==> config.mk <==
export PLATFORM = sky130hd
export DESIGN_NAME = vdp_pattern_loader
export DESIGN_NICKNAME = d
export VERILOG_FILES = /design/src/rtl/vdp_pkg.sv /design/src/rtl/vdp_bus_writer.sv /design/src/rtl/vdp_pattern_loader.sv
export SDC_FILE = /design/constraint.sdc
export NUM_CORES = 1
export LEC_CHECK = 0
export CAP_MARGIN = 15
export CORE_MARGIN = 4
export CORE_UTILIZATION = 59
export CTS_CLUSTER_SIZE = 20
export DETAILED_ROUTE_END_ITERATION = 8
export PLACE_DENSITY = 0.86
export SYNTH_ARGS = -nofsm -noshare
export SYNTH_HDL_FRONTEND = slang
export SYNTH_HIERARCHICAL = 1
export SYNTH_SLANG_ARGS = --single-unit
==> constraint.sdc <==
create_clock -name clk_100 -period 7.6 [get_ports clk_100]
set_clock_uncertainty 0.2 [all_clocks]
set_input_delay 0.76 -clock clk_100 [delete_from_list [all_inputs] [get_ports clk_100]]
set_output_delay 0.76 -clock clk_100 [all_outputs]
set_load 0.02 [all_outputs]
==> src/rtl/vdp_pkg.sv <==
// Shared definitions for the VDP pattern loader and its bus writer.
//   VDP_DATA_PORT / VDP_CTRL_PORT : I/O addresses of the VDP data and control ports
//   loader_state_e                : loader states; the writer reuses IDLE/SETUP/STROBE/HOLD
//   vdp_entry_t                   : one table word {is_ctrl, data_byte}
//   entry_port()                  : maps a table word to its destination port
//   phase_cnt_w()                 : width of the write-phase down-counter
package vdp_pkg;

  localparam logic [7:0] VDP_DATA_PORT = 8'hBE;
  localparam logic [7:0] VDP_CTRL_PORT = 8'hBF;

  typedef enum logic [2:0] {
    IDLE   = 3'd0,
    FETCH  = 3'd1,
    WAIT   = 3'd2,
    SETUP  = 3'd3,
    STROBE = 3'd4,
    HOLD   = 3'd5,
    DONE   = 3'd6
  } loader_state_e;

  typedef struct packed {
    logic       is_ctrl;
    logic [7:0] data_byte;
  } vdp_entry_t;

  function automatic logic [7:0] entry_port(input vdp_entry_t e);
    return e.is_ctrl ? VDP_CTRL_PORT : VDP_DATA_PORT;
  endfunction

  // ceil(log2(max+1)), never less than one bit
  function automatic int phase_cnt_w(input int a, input int b, input int c);
    int m;
    m = a;
    if (b > m) m = b;
    if (c > m) m = c;
    return (m < 1) ? 1 : $clog2(m + 1);
  endfunction

endpackage

==> src/rtl/vdp_bus_writer.sv <==
// Performs one VDP I/O write: SETUP (data driven, strobes high), STROBE
// (IORQ_L/WR_L low), HOLD (data driven, strobes high). All outputs are flops,
// so the strobes cannot glitch; reset clears them asynchronously.
//   clk_100, rst_L    : clock, async active-low reset
//   i_req             : one-cycle request; i_addr/i_data are captured with it
//   o_ack             : pulses during the last HOLD cycle
//   o_data_oe         : data bus driven (SETUP/STROBE/HOLD)
//   o_iorq_l, o_wr_l  : active-low write strobes
//   o_addr, o_data    : port address and write byte, held after the cycle
module vdp_bus_writer
  import vdp_pkg::*;
#(
  parameter int SETUP_CYC  = 4,
  parameter int STROBE_CYC = 20,
  parameter int HOLD_CYC   = 4
) (
  input  logic       clk_100,
  input  logic       rst_L,
  input  logic       i_req,
  input  logic [7:0] i_addr,
  input  logic [7:0] i_data,
  output logic       o_ack,
  output logic       o_data_oe,
  output logic       o_iorq_l,
  output logic       o_wr_l,
  output logic [7:0] o_addr,
  output logic [7:0] o_data
);

  localparam int CNT_W = phase_cnt_w(SETUP_CYC, STROBE_CYC, HOLD_CYC);
  localparam logic [CNT_W-1:0] CNT_ZERO  = {CNT_W{1'b0}};
  localparam logic [CNT_W-1:0] CNT_ONE   = CNT_W'(1);
  localparam logic [CNT_W-1:0] SETUP_LD  = CNT_W'(SETUP_CYC - 1);
  localparam logic [CNT_W-1:0] STROBE_LD = CNT_W'(STROBE_CYC - 1);
  localparam logic [CNT_W-1:0] HOLD_LD   = CNT_W'(HOLD_CYC - 1);

  loader_state_e    r_phase;
  logic [CNT_W-1:0] r_cnt;
  logic             r_ack;
  logic             r_oe;
  logic             r_iorq_l;
  logic             r_wr_l;
  logic [7:0]       r_addr;
  logic [7:0]       r_data;

  // Phase sequencer: the counter holds the remaining cycles of the current phase
  always_ff @(posedge clk_100 or negedge rst_L) begin
    if (!rst_L) begin
      r_phase  <= IDLE;
      r_cnt    <= CNT_ZERO;
      r_ack    <= 1'b0;
      r_oe     <= 1'b0;
      r_iorq_l <= 1'b1;
      r_wr_l   <= 1'b1;
      r_addr   <= 8'h00;
      r_data   <= 8'h00;
    end else begin
      r_ack <= 1'b0;
      case (r_phase)
        IDLE: begin
          if (i_req) begin
            r_addr  <= i_addr;
            r_data  <= i_data;
            r_oe    <= 1'b1;
            r_phase <= SETUP;
            r_cnt   <= SETUP_LD;
          end
        end
        SETUP: begin
          if (r_cnt == CNT_ZERO) begin
            r_phase  <= STROBE;
            r_cnt    <= STROBE_LD;
            r_iorq_l <= 1'b0;
            r_wr_l   <= 1'b0;
          end else begin
            r_cnt <= r_cnt - CNT_ONE;
          end
        end
        STROBE: begin
          if (r_cnt == CNT_ZERO) begin
            r_phase  <= HOLD;
            r_cnt    <= HOLD_LD;
            r_iorq_l <= 1'b1;
            r_wr_l   <= 1'b1;
            // a single-cycle HOLD is also the last one
            r_ack    <= (HOLD_CYC == 1);
          end else begin
            r_cnt <= r_cnt - CNT_ONE;
          end
        end
        HOLD: begin
          if (r_cnt == CNT_ZERO) begin
            r_phase <= IDLE;
            r_oe    <= 1'b0;
          end else begin
            r_cnt <= r_cnt - CNT_ONE;
            r_ack <= (r_cnt == CNT_ONE);
          end
        end
        default: begin
          r_phase  <= IDLE;
          r_oe     <= 1'b0;
          r_iorq_l <= 1'b1;
          r_wr_l   <= 1'b1;
        end
      endcase
    end
  end

  assign o_ack     = r_ack;
  assign o_data_oe = r_oe;
  assign o_iorq_l  = r_iorq_l;
  assign o_wr_l    = r_wr_l;
  assign o_addr    = r_addr;
  assign o_data    = r_data;

endmodule

==> src/rtl/vdp_pattern_loader.sv <==
// Downloads tbl_len table entries to the VDP, one bus write per entry.
// Per entry: FETCH (tbl_rd), WAIT (table word arrives, handed to the writer),
// then the writer's SETUP/STROBE/HOLD cycle; 30 clocks with default timing.
//   clk_100, rst_L        : clock, async active-low reset
//   start, abort          : begin download / stop after the current write
//   tbl_len               : entry count, latched at start
//   tbl_addr, tbl_rd      : table read index and strobe
//   tbl_data              : {is_ctrl, byte}, valid the cycle after tbl_rd
//   addr_bus, data_bus    : VDP port and write byte (hold when idle)
//   data_oe               : data_bus driven
//   IORQ_L, WR_L, RD_L    : active-low bus strobes (RD_L always high)
//   busy, done            : download active / one-cycle completion pulse
module vdp_pattern_loader
  import vdp_pkg::*;
#(
  parameter int SETUP_CYC  = 4,
  parameter int STROBE_CYC = 20,
  parameter int HOLD_CYC   = 4
) (
  input  logic       clk_100,
  input  logic       rst_L,
  input  logic       start,
  input  logic       abort,
  input  logic [9:0] tbl_len,
  output logic [9:0] tbl_addr,
  output logic       tbl_rd,
  input  logic [8:0] tbl_data,
  output logic [7:0] addr_bus,
  output logic [7:0] data_bus,
  output logic       data_oe,
  output logic       IORQ_L,
  output logic       WR_L,
  output logic       RD_L,
  output logic       busy,
  output logic       done
);

  loader_state_e r_state;
  logic [9:0]    r_len;
  logic [9:0]    r_idx;
  logic          r_abort;
  logic          r_tbl_rd;
  logic [9:0]    r_tbl_addr;
  logic          r_req;
  logic          r_busy;
  logic          r_done;
  logic          r_rd_l;

  vdp_entry_t    w_entry;
  logic [9:0]    w_idx_nxt;
  logic          w_ack;

  assign w_entry   = tbl_data;
  // idx stops at tbl_len (max 1023), so this add never wraps in use
  assign w_idx_nxt = r_idx + 10'd1;

  vdp_bus_writer #(
    .SETUP_CYC  (SETUP_CYC),
    .STROBE_CYC (STROBE_CYC),
    .HOLD_CYC   (HOLD_CYC)
  ) u_writer (
    .clk_100   (clk_100),
    .rst_L     (rst_L),
    .i_req     (r_req),
    .i_addr    (entry_port(w_entry)),
    .i_data    (w_entry.data_byte),
    .o_ack     (w_ack),
    .o_data_oe (data_oe),
    .o_iorq_l  (IORQ_L),
    .o_wr_l    (WR_L),
    .o_addr    (addr_bus),
    .o_data    (data_bus)
  );

  // Download sequencer; outputs are registered for the state being entered
  always_ff @(posedge clk_100 or negedge rst_L) begin
    if (!rst_L) begin
      r_state    <= IDLE;
      r_len      <= 10'd0;
      r_idx      <= 10'd0;
      r_abort    <= 1'b0;
      r_tbl_rd   <= 1'b0;
      r_tbl_addr <= 10'd0;
      r_req      <= 1'b0;
      r_busy     <= 1'b0;
      r_done     <= 1'b0;
      r_rd_l     <= 1'b1;
    end else begin
      r_rd_l <= 1'b1;
      case (r_state)
        IDLE: begin
          // abort is ignored here, so start wins when both are high
          if (start) begin
            r_len   <= tbl_len;
            r_idx   <= 10'd0;
            r_abort <= 1'b0;
            r_busy  <= 1'b1;
            if (tbl_len == 10'd0) begin
              r_state <= DONE;
              r_done  <= 1'b1;
            end else begin
              r_state    <= FETCH;
              r_tbl_rd   <= 1'b1;
              r_tbl_addr <= 10'd0;
            end
          end
        end
        FETCH: begin
          r_tbl_rd <= 1'b0;
          r_req    <= 1'b1;
          r_state  <= WAIT;
          if (abort) r_abort <= 1'b1;
        end
        WAIT: begin
          // the writer captures tbl_data on this edge
          r_req   <= 1'b0;
          r_state <= SETUP;
          if (abort) r_abort <= 1'b1;
        end
        SETUP, STROBE, HOLD: begin
          // the writer times the phases; wait here for its ack
          if (w_ack) begin
            r_idx <= w_idx_nxt;
            if ((w_idx_nxt == r_len) || r_abort || abort) begin
              r_state <= DONE;
              r_done  <= 1'b1;
            end else begin
              r_state    <= FETCH;
              r_tbl_rd   <= 1'b1;
              r_tbl_addr <= w_idx_nxt;
              r_abort    <= 1'b0;
            end
          end else if (abort) begin
            r_abort <= 1'b1;
          end
        end
        DONE: begin
          r_done  <= 1'b0;
          r_busy  <= 1'b0;
          r_abort <= 1'b0;
          r_state <= IDLE;
        end
        default: begin
          r_state  <= IDLE;
          r_tbl_rd <= 1'b0;
          r_req    <= 1'b0;
          r_busy   <= 1'b0;
          r_done   <= 1'b0;
        end
      endcase
    end
  end

  assign tbl_rd   = r_tbl_rd;
  assign tbl_addr = r_tbl_addr;
  assign busy     = r_busy;
  assign done     = r_done;
  assign RD_L     = r_rd_l;

endmodule

=== Word level (Yosys, flattened, before mapping) ===
Index checks and enable logic that the tools add are counted.
W data, S select, Z words.

* Flip-flop bits (word level): 65
* Input port bits: 23
* Output and inout port bits: 33
* Word-level logic and storage cells: 124

* $add $sub $neg: 2
* Eq/ne operators: 23
* Multiplexer cells: 49
* Bitwise gates (word level): 5
* Reductions and logical operators: 29

{| class="wikitable"
|+ Operators with widths
! kind !! number
|-
| $mux W10 || 6
|-
| $pmux W10 S2 || 2
|-
| $mux W3 || 8
|-
| $pmux W3 S4 || 2
|-
| $mux W5 || 4
|-
| $pmux W5 S4 || 1
|-
| $mux W1 || 19
|-
| $eq A3 B3 Y1 const B || 5
|-
| $reduce_and A3 Y1 || 5
|-
| $reduce_and A5 Y1 || 3
|-
| $ne A2 B2 Y1 const B || 7
|-
| $pmux W1 S3 || 4
|-
| $add A10 B1 Y10 const B || 1
|-
| $eq A10 B10 Y1 || 1
|-
| $logic_not A10 Y1 || 1
|-
| $reduce_or A5 Y1 || 2
|-
| $eq A3 B2 Y1 const B || 3
|-
| $ne A2 B1 Y1 const B || 4
|-
| $reduce_and A2 Y1 || 4
|-
| $reduce_bool A4 Y1 || 2
|-
| $reduce_or A2 Y1 || 4
|-
| $logic_not A3 Y1 || 2
|-
| $eq A5 B1 Y1 const B || 1
|-
| $logic_not A5 Y1 || 1
|-
| 10 further kinds || 16
|}

=== Logic depth before layout (Yosys ltp) ===
Gate-level depths: netlist (run 1).

* Depth after elaboration: 7
* Depth in mapped cells: 11
* Mapped depth without buffers: 9

=== By module ===
Netlist (run 1), hierarchy kept.

{| class="wikitable"
|+ By module, submodules not included
! module !! times used !! cells an instance !! area each (sq um) !! sequential area each (sq um)
|-
| vdp_pattern_loader || 1 || 235 || 2273.4 || 950.9
|-
| vdp_bus_writer || 1 || 117 || 1336.3 || 676.9
|}

=== Worst setup path after synthesis (run 1) ===
No wires, ideal clock.

* Kind: register -> register
* Start point: reg r_idx[0]
* End point: reg r_tbl_addr[0] (netlist: tbl_addr[0])
* Library setup time: 121 ps
* Arrival time: 2394 ps
* Required time: 7279 ps
* Path slack: 4885 ps
* Cell stages (with the launch flop): 12
* Buffers on the path: 2
* Clock period less this slack: 2715 ps
* Path through: dfrtp_1 ha_1 buf_2 nand2_1 nor2_2 xnor3_1 nor4b_2 a311oi_2 a21oi_1 or3_1 buf_6 a22o_1

* Cells in the longest elaborated chain, start to end: 6
* Elaborated cells between the ends (all ways): 9
* Those cells by class: 1 x add/sub; 2 x eq/ne; 3 x mux; 3 x reduce/logical

{| class="wikitable"
|+ RTL lines
! item !! RTL line !! source
|-
| start: declaration || vdp_pattern_loader.sv:40 || <nowiki>logic [9:0] r_idx;</nowiki>
|-
| start signal: assignment || vdp_pattern_loader.sv:123 || <nowiki>r_idx <= w_idx_nxt;</nowiki>
|-
| $add A10 B1 Y10 (*) || vdp_pattern_loader.sv:55 || <nowiki>assign w_idx_nxt = r_idx + 10'd1;</nowiki>
|-
| $eq A10 B10 Y1 || vdp_pattern_loader.sv:124 || <nowiki>if ((w_idx_nxt == r_len) || r_abort || abort) begin</nowiki>
|-
| $logic_or A1 B1 Y1 (2 in a row) || vdp_pattern_loader.sv:124 ||
|-
| $ne A2 B2 Y1 (no line) || - ||
|-
| $reduce_and A5 Y1 (no line) || - ||
|-
| end signal: assignment || vdp_pattern_loader.sv:130 || <nowiki>r_tbl_addr <= w_idx_nxt;</nowiki>
|-
| end: declaration || vdp_pattern_loader.sv:43 || <nowiki>logic [9:0] r_tbl_addr;</nowiki>
|}

Mark *: on every way between the ends. The rest lies on a longest branch, timed or not. The select of a mux whose other input is x is not followed.
A chain may end at the register's enable or synchronous reset.

=== Final worst setup path (run 1) ===
* Start point: reg r_idx[0]
* End point: reg r_state[1]

* Cells in the longest elaborated chain, start to end: 7

{| class="wikitable"
|+ RTL lines
! item !! RTL line !! source
|-
| $add A10 B1 Y10 || vdp_pattern_loader.sv:55 ||
|-
| $eq A10 B10 Y1 || vdp_pattern_loader.sv:124 ||
|-
| $logic_or A1 B1 Y1 (2 in a row) || vdp_pattern_loader.sv:124 ||
|-
| $mux W3 || vdp_pattern_loader.sv:124 ||
|-
| $mux W3 || vdp_pattern_loader.sv:122 || <nowiki>if (w_ack) begin</nowiki>
|-
| $pmux W3 S4 || vdp_pattern_loader.sv:90 || <nowiki>case (r_state)</nowiki>
|-
| end signal: assignment || vdp_pattern_loader.sv:99 || <nowiki>r_state <= DONE;</nowiki>
|-
| end signal: assignment || vdp_pattern_loader.sv:125 || <nowiki>r_state <= DONE;</nowiki>
|-
| end signal: assignment || vdp_pattern_loader.sv:128 || <nowiki>r_state <= FETCH;</nowiki>
|-
| end: declaration || vdp_pattern_loader.sv:38 || <nowiki>loader_state_e r_state;</nowiki>
|}

Every way passes these cells. The select of a mux whose other input is x is not followed.

==> impl_metrics.yaml, run 1 <==
clock_tree:
  cts.path.max_buffers: 2
  cts_hold_buf: 0
  h-tree-depth: 3
  cts_buffers: 9
  post_cts_resize_count: 0
  cts_tree: "yes"
  clkTransAtPathRegs_ns: 0.07
  cts_root_buf: "clkbuf_8"
  worstSkewPairLatency_ns: 0.34
  post-cts-setup-buffers: 0
  clock-sinks: 65
sta:
  slew-limit-headroom_pct: 24.5
  max_freq_ghz: 0.309
  hold_viol_final: 0
  fin_crit_ns: 3.24
  worstMarginPinSlew_ns: 1.12
  final_max_slew_viol_count: 0
  fin_crit_sh_pct: 42.6
  setup_viol_count_final: 0
  setup_tns_ns: 0
  rsz0062_at_grt: "no"
global_route:
  antenna_found_initial: 0
  grt_pass1_vias: 2830
  grt_pass1_wl_mm: 13.3
  grt-ovfl-total: 0
  grt_max_degree: 66
  grtUsageTotal_pct: 22.6
final_layout:
  final_cells: 483
  layout-drive-gt1-share_pct: 15.2
  design_area_um2: 4350
  nets: 433
  layout_commonest_cell: "dfrtp_1"
  num_antenna_cells: 0
  fin_util_pct: 73.5
  layout_common_cells: "64 x dfrtp_1, 53 x clkdlybuf4s50_1, 26 x nand2_1, 26 x mux2_2, 26 x o21ai_0"
  syn_to_final_growth_pct: 20.5
setup_path:
  crit_type: "reg2reg"
  arrival_ns: 3.24
  rr_endpoint: "r_state[1]"
  cp-start-kind: "register"
  crit_fanout: 13
  end_kind: "register"
  worstPathRequired_ns: 7.60
  reg2reg_from: "r_idx[0]"
  reg2reg_depth: 9
  r2r_setup_slack_ns: 4.36
place:
  port_buffers: 54
  place_congestion: 0.898
  placed_cells: 468
  dpl_cell_area_um2: 4160
  hpwlAfterDp_mm: 5.53
route:
  wl_per_cell_um: 16.3
  viasPerCell: 6.01
  ant_nets: 0
  num_vias: 2905
  drt_iter0_drc: 299
  post-route-drc-count: 0
  wl_mm: 7.86
  drt_first_pass_iters: 5
synthesis:
  yosysWarningCount: 6
  synth_area_leaders: "dfrtp_1 44%, mux2_2 8.1%, o21ai_0 3.6%"
  async_reset_ff_share_pct: 100
  syn_area_um2: 3610
  synth_cells: 352
  synth_top_area_share_pct: 44.4
  ys_types: 68
  ys.flop_type: "dfrtp_1"
  ys_seq_area_share_pct: 45.1
  avgSynthCellArea_um2: 10.3
  yosysTopAreaCell: "dfrtp_1"
  synth_edf_count: 0
  ys_ff_latch: 65
min_path:
  min_path_type: "reg2reg"
  hold-path-endpoint: "tbl_addr[1]"
  hold_path_startpoint: "tbl_addr[1]"
  min_path_cells: 1
power_and_ir_drop:
  clkPwrFrac_pct: 18.0
  combPwrFrac_pct: 45.4
  switchingPower_mw: 0.640
  vdd_drop_max_uv: 263
  seq_power_share_pct: 36.7
  p_sw_share_pct: 39.4
  powerDensity_nw_per_um2: 373
  internal_power_mw: 0.983
  p_leak_nw: 1.77
  total_power_mw: 1.62
floorplanning:
  chipWidth_um: 86.2
  rows: 28
  core_area_um2: 5920
  die_h_um: 86.2
  start_util_pct: 61.0
  dieArea_um2: 7430
  io_pins: 56
job:
  cap_violations: 0
run_status:
  status: "complete, no violations"
## area by class of cell
cell class / count / area [um^2]
Timing Repair Buffer: 55 / 543
Sequential cell: 65 / 1630
Inverter: 9 / 33.8
Clock buffer: 12 / 155
Fill cell: 434 / 1570
Tap cell: 75 / 93.8
Clock inverter: 3 / 40.0
Multi-Input combinational cell: 264 / 1860
## cell families (layout without fill, tap and decap cells)
family | count (synthesis) | in the layout | share of synthesized area (%)
DFF | 65 | 65 | 45.1
buffers and inverters | 29 | 79 | 4.09
other | 2 | 8 | 0.208
AOI/OAI and AO/OA | 96 | 96 | 18.1
and+or+nand+nor | 108 | 108 | 17.0
xor gates and xnor gates | 18 | 18 | 4.75
adders and majority gates | 6 | 6 | 2.08
muxes | 28 | 28 | 8.67
## registers in the layout, summed over array words and instances, names as in the netlist
name,cells
busy,1
done,1
r_abort,1
r_idx,10
r_len,10
r_req,1
r_state,3
tbl_addr,10
tbl_rd,1
u_writer/o_ack,1
u_writer/o_addr,8
u_writer/o_data,8
u_writer/o_data_oe,1
u_writer/o_wr_l,1
u_writer/r_cnt,5
u_writer/r_phase,3
## power by group through the flow
stage               registers [mW]  clock network [mW]  logic, mW
floorplan                    0.613                   0      0.499
global placement             0.592                   0      0.710
detailed placement           0.599                   0      0.734
CTS                          0.594               0.296      0.739
global route                 0.617               0.311      0.809
finish                       0.595               0.292      0.736
## synthesized netlist by cell type, types with 4 or more instances
cell,instances
dfrtp_1,64
a31oi_1,7
ha_1,6
a21oi_1,13
a22o_1,10
xor2_1,4
o31ai_1,6
nand3_1,6
o21ai_0,26
nand2b_1,6
mux2_2,26
inv_1,7
nor4_1,4
o211ai_1,4
nor2b_1,5
buf_2,4
o22ai_1,4
nand2_1,26
nor3_1,14
xnor2_1,13
buf_4,5
nor2_1,24
clkbuf_1,9
## worst max-delay path by stage
stage	startpoint	end	slack (ns)	cells after the start
floorplan	r_idx[0]	tbl_addr[0]	4.89	11
global placement	start	tbl_addr[9]	4.34	7
detailed placement	start	tbl_addr[9]	4.29	7
CTS	r_idx[0]	r_state[1]	4.37	9
global route	r_idx[0]	r_state[1]	4.02	9
finish	r_idx[0]	r_state[1]	4.36	9
## routing by layer
| layer | GRT usage [%] | routed length [um] | vias to the layer above |
|---|---|---|---|
| li1 | - | - | 1386 |
| met1 | 30.0 | 3390 | 1397 |
| met2 | 35.4 | 3780 | 100 |
| met3 | 4.75 | 477 | 22 |
| met4 | 10.9 | 217 | 0 |
| met5 | 0 | 0 | - |
## stage by stage
step	hold slack [ns]	setup WS, ns
after global placement	0.289	4.34
after detailed placement	0.294	4.29
after CTS	0.309	4.37
after floorplan	0.264	4.89
final	0.304	4.36
after global routing	0.331	4.02
## worst max-delay path, stage by stage (launching register included)
cell      delay [ns]
dfrtp_1         0.50
ha_1            0.41
nand2_1         0.16
nor2_2          0.22
xnor3_1         0.24
nor4b_2         0.18
a311oi_2        0.30
a21oi_1         0.10
nor2_1          0.59
o22ai_1         0.19
(Power assumes the default switching activity.)
==> run 2: changes to the inputs <==
--- a/config.mk
+++ b/config.mk
@@ -7,10 +7,10 @@
 export LEC_CHECK = 0
 export CAP_MARGIN = 15
 export CORE_MARGIN = 4
-export CORE_UTILIZATION = 59
+export CORE_UTILIZATION = 49
 export CTS_CLUSTER_SIZE = 20
 export DETAILED_ROUTE_END_ITERATION = 8
-export PLACE_DENSITY = 0.86
+export PLACE_DENSITY = 0.77
 export SYNTH_ARGS = -nofsm -noshare
 export SYNTH_HDL_FRONTEND = slang
 export SYNTH_HIERARCHICAL = 1
==> constraint.sdc (replaced) <==
create_clock -name clk_100 -period 2.8 [get_ports clk_100]
set_clock_uncertainty 0.2 [all_clocks]
set_input_delay 0.28 -clock clk_100 [delete_from_list [all_inputs] [get_ports clk_100]]
set_output_delay 0.28 -clock clk_100 [all_outputs]
set_load 0.02 [all_outputs]
==> run 2 against run 1 <==
Compared with the run above:
- worst setup slack got worse by 4.3 ns
- clock power increased to 3.1 times the previous value
- utilization decreased by 9.4 points
- worst hold slack got worse by 0.0023 ns
- power increased to 2.8 times the previous value
- final cell count increased by 9.5%
- sequential power increased to 2.7 times the previous value
- count of clock-buffer cells in the layout decreased by 1
- sequential share of layout area decreased by 2.1 points
- largest cell class unchanged
- largest power group unchanged
==> impl_metrics.yaml, run 2 (synthesis gave the netlist of run 1 again) <==
route:
  viasPerCell: 5.50
  drt_first_pass_iters: 4
  wl_mm: 8.00
  post-route-drc-count: 0
  drt_iter0_drc: 198
  ant_nets: 0
  num_vias: 2908
  wl_per_cell_um: 15.1
floorplanning:
  io_pins: 56
  dieArea_um2: 8800
  start_util_pct: 50.0
  rows: 31
  core_area_um2: 7210
  die_h_um: 93.8
  chipWidth_um: 93.8
job:
  cap_violations: 0
sta:
  slew-limit-headroom_pct: 54.0
  worstMarginPinSlew_ns: 0.691
  hold_viol_final: 0
  max_freq_ghz: 0.368
  setup_slack_ns: 0.0843
  fin_crit_ns: 2.72
  fin_crit_sh_pct: 97.0
  final_max_slew_viol_count: 0
  rsz0062_at_grt: "no"
  hold_ws_ns: 0.301
  setup_tns_ns: 0
  setup_viol_count_final: 0
run_status:
  status: "complete, no violations"
final_layout:
  n_fill_cell: 587
  fin_util_pct: 64.1
  layout_commonest_cell: "dfrtp_1"
  design_area_um2: 4630
  final_cells: 529
  layout-drive-gt1-share_pct: 21.9
  layout_common_cells: "60 x dfrtp_1, 53 x clkdlybuf4s50_1, 26 x nand2_1, 26 x mux2_2, 25 x o21ai_0"
  syn_to_final_growth_pct: 28.1
  nets: 454
  num_antenna_cells: 0
setup_path:
  max_stage_delay_ns: 0.44
  crit_type: "reg2reg"
  cp_cell_sequence: "ha_4 > buf_4 > a31oi_1 > o211ai_1 > o311ai_1 > a311oi_2 > a21oi_2 > or3_4 > a22o_1"
  crit_slowest_cell: "dfrtp_1"
  worstPathRequired_ns: 2.83
  cp-start-kind: "register"
  arrival_ns: 2.75
  crit_fanout: 10
  end_kind: "register"
place:
  hpwlAfterDp_mm: 5.80
  dpl_cell_area_um2: 4330
  port_buffers: 54
  place_ws_ns: -0.107
  place_congestion: 0.877
  placed_cells: 510
clock_tree:
  cts.path.max_buffers: 2
  cts_buffers: 9
  worstSkewPairLatency_ns: 0.34
  clkTransAtPathRegs_ns: 0.07
  cts_tree: "yes"
  cts_root_buf: "clkbuf_8"
  clock-sinks: 65
  h-tree-depth: 3
min_path:
  min_path_type: "reg2reg"
power_and_ir_drop:
  total_power_mw: 4.61
  powerDensity_nw_per_um2: 996
  vdd_drop_max_uv: 514
  p_leak_nw: 1.90
global_route:
  grt-ovfl-total: 0
  grt_pass1_vias: 2772
  antenna_found_initial: 0
  grt_pass1_wl_mm: 13.5
  grtUsageTotal_pct: 19.6
  grt_max_degree: 37
[run 2: metal layers]
metal	GRT usage [%]	part of all wire, %
met2	30.8	49
met3	3.21	3.4
met4	9.15	2.3
met5	0	0
met1	26.6	45
[run 2: cell type report]
| class | count | area [um^2] | area share [%] |
|---|---|---|---|
| Inverter | 9 | 33.8 | 0.730 |
| Tap cell | 99 | 124 | 2.68 |
| Clock buffer | 11 | 151 | 3.27 |
| Sequential cell | 65 | 1630 | 35.3 |
| Multi-Input combinational cell | 264 | 1890 | 40.9 |
| Clock inverter | 5 | 77.6 | 1.68 |
| Timing Repair Buffer | 76 | 716 | 15.5 |
[run 2: worst max-delay path, delay by kind of cell, from the launching register on]
| kind | cells | cell delay (ns) |
|---|---|---|
| flops | 1 | 0.44 |
| simple gates | 1 | 0.44 |
| fa+ha+maj | 1 | 0.19 |
| compound gates | 6 | 1.21 |
| buf+inv | 1 | 0.13 |
[run 2: final timing paths]
path	cells past startpoint	slack [ns]	end	start
setup reg to reg	9	0.08	tbl_addr[5]	r_idx[1]
max in group asynchronous	3	1.40	u_writer/o_wr_l	rst_L
hold / removal	1	0.30	tbl_addr[1]	tbl_addr[1]
hold reg to reg	1	0.30	tbl_addr[1]	tbl_addr[1]
setup / recovery	9	0.08	tbl_addr[5]	r_idx[1]
min in group asynchronous	2	0.31	u_writer/o_addr[1]	rst_L
[run 2: power by group]
group	switching, mW	internal (mW)	total, mW
Clock	0.360	0.547	0.907
Sequential	0.347	1.26	1.60
Combinational	1.07	1.03	2.10
Total	1.78	2.83	4.61
[run 2: what timing repair did]
item,in CTS,in global routing
setup endpoints to repair,13,12
resized for setup,4,8
hold endpoints to repair,29,0
hold buffers,1,0
buffers inserted,0,2
pin swaps,0,1
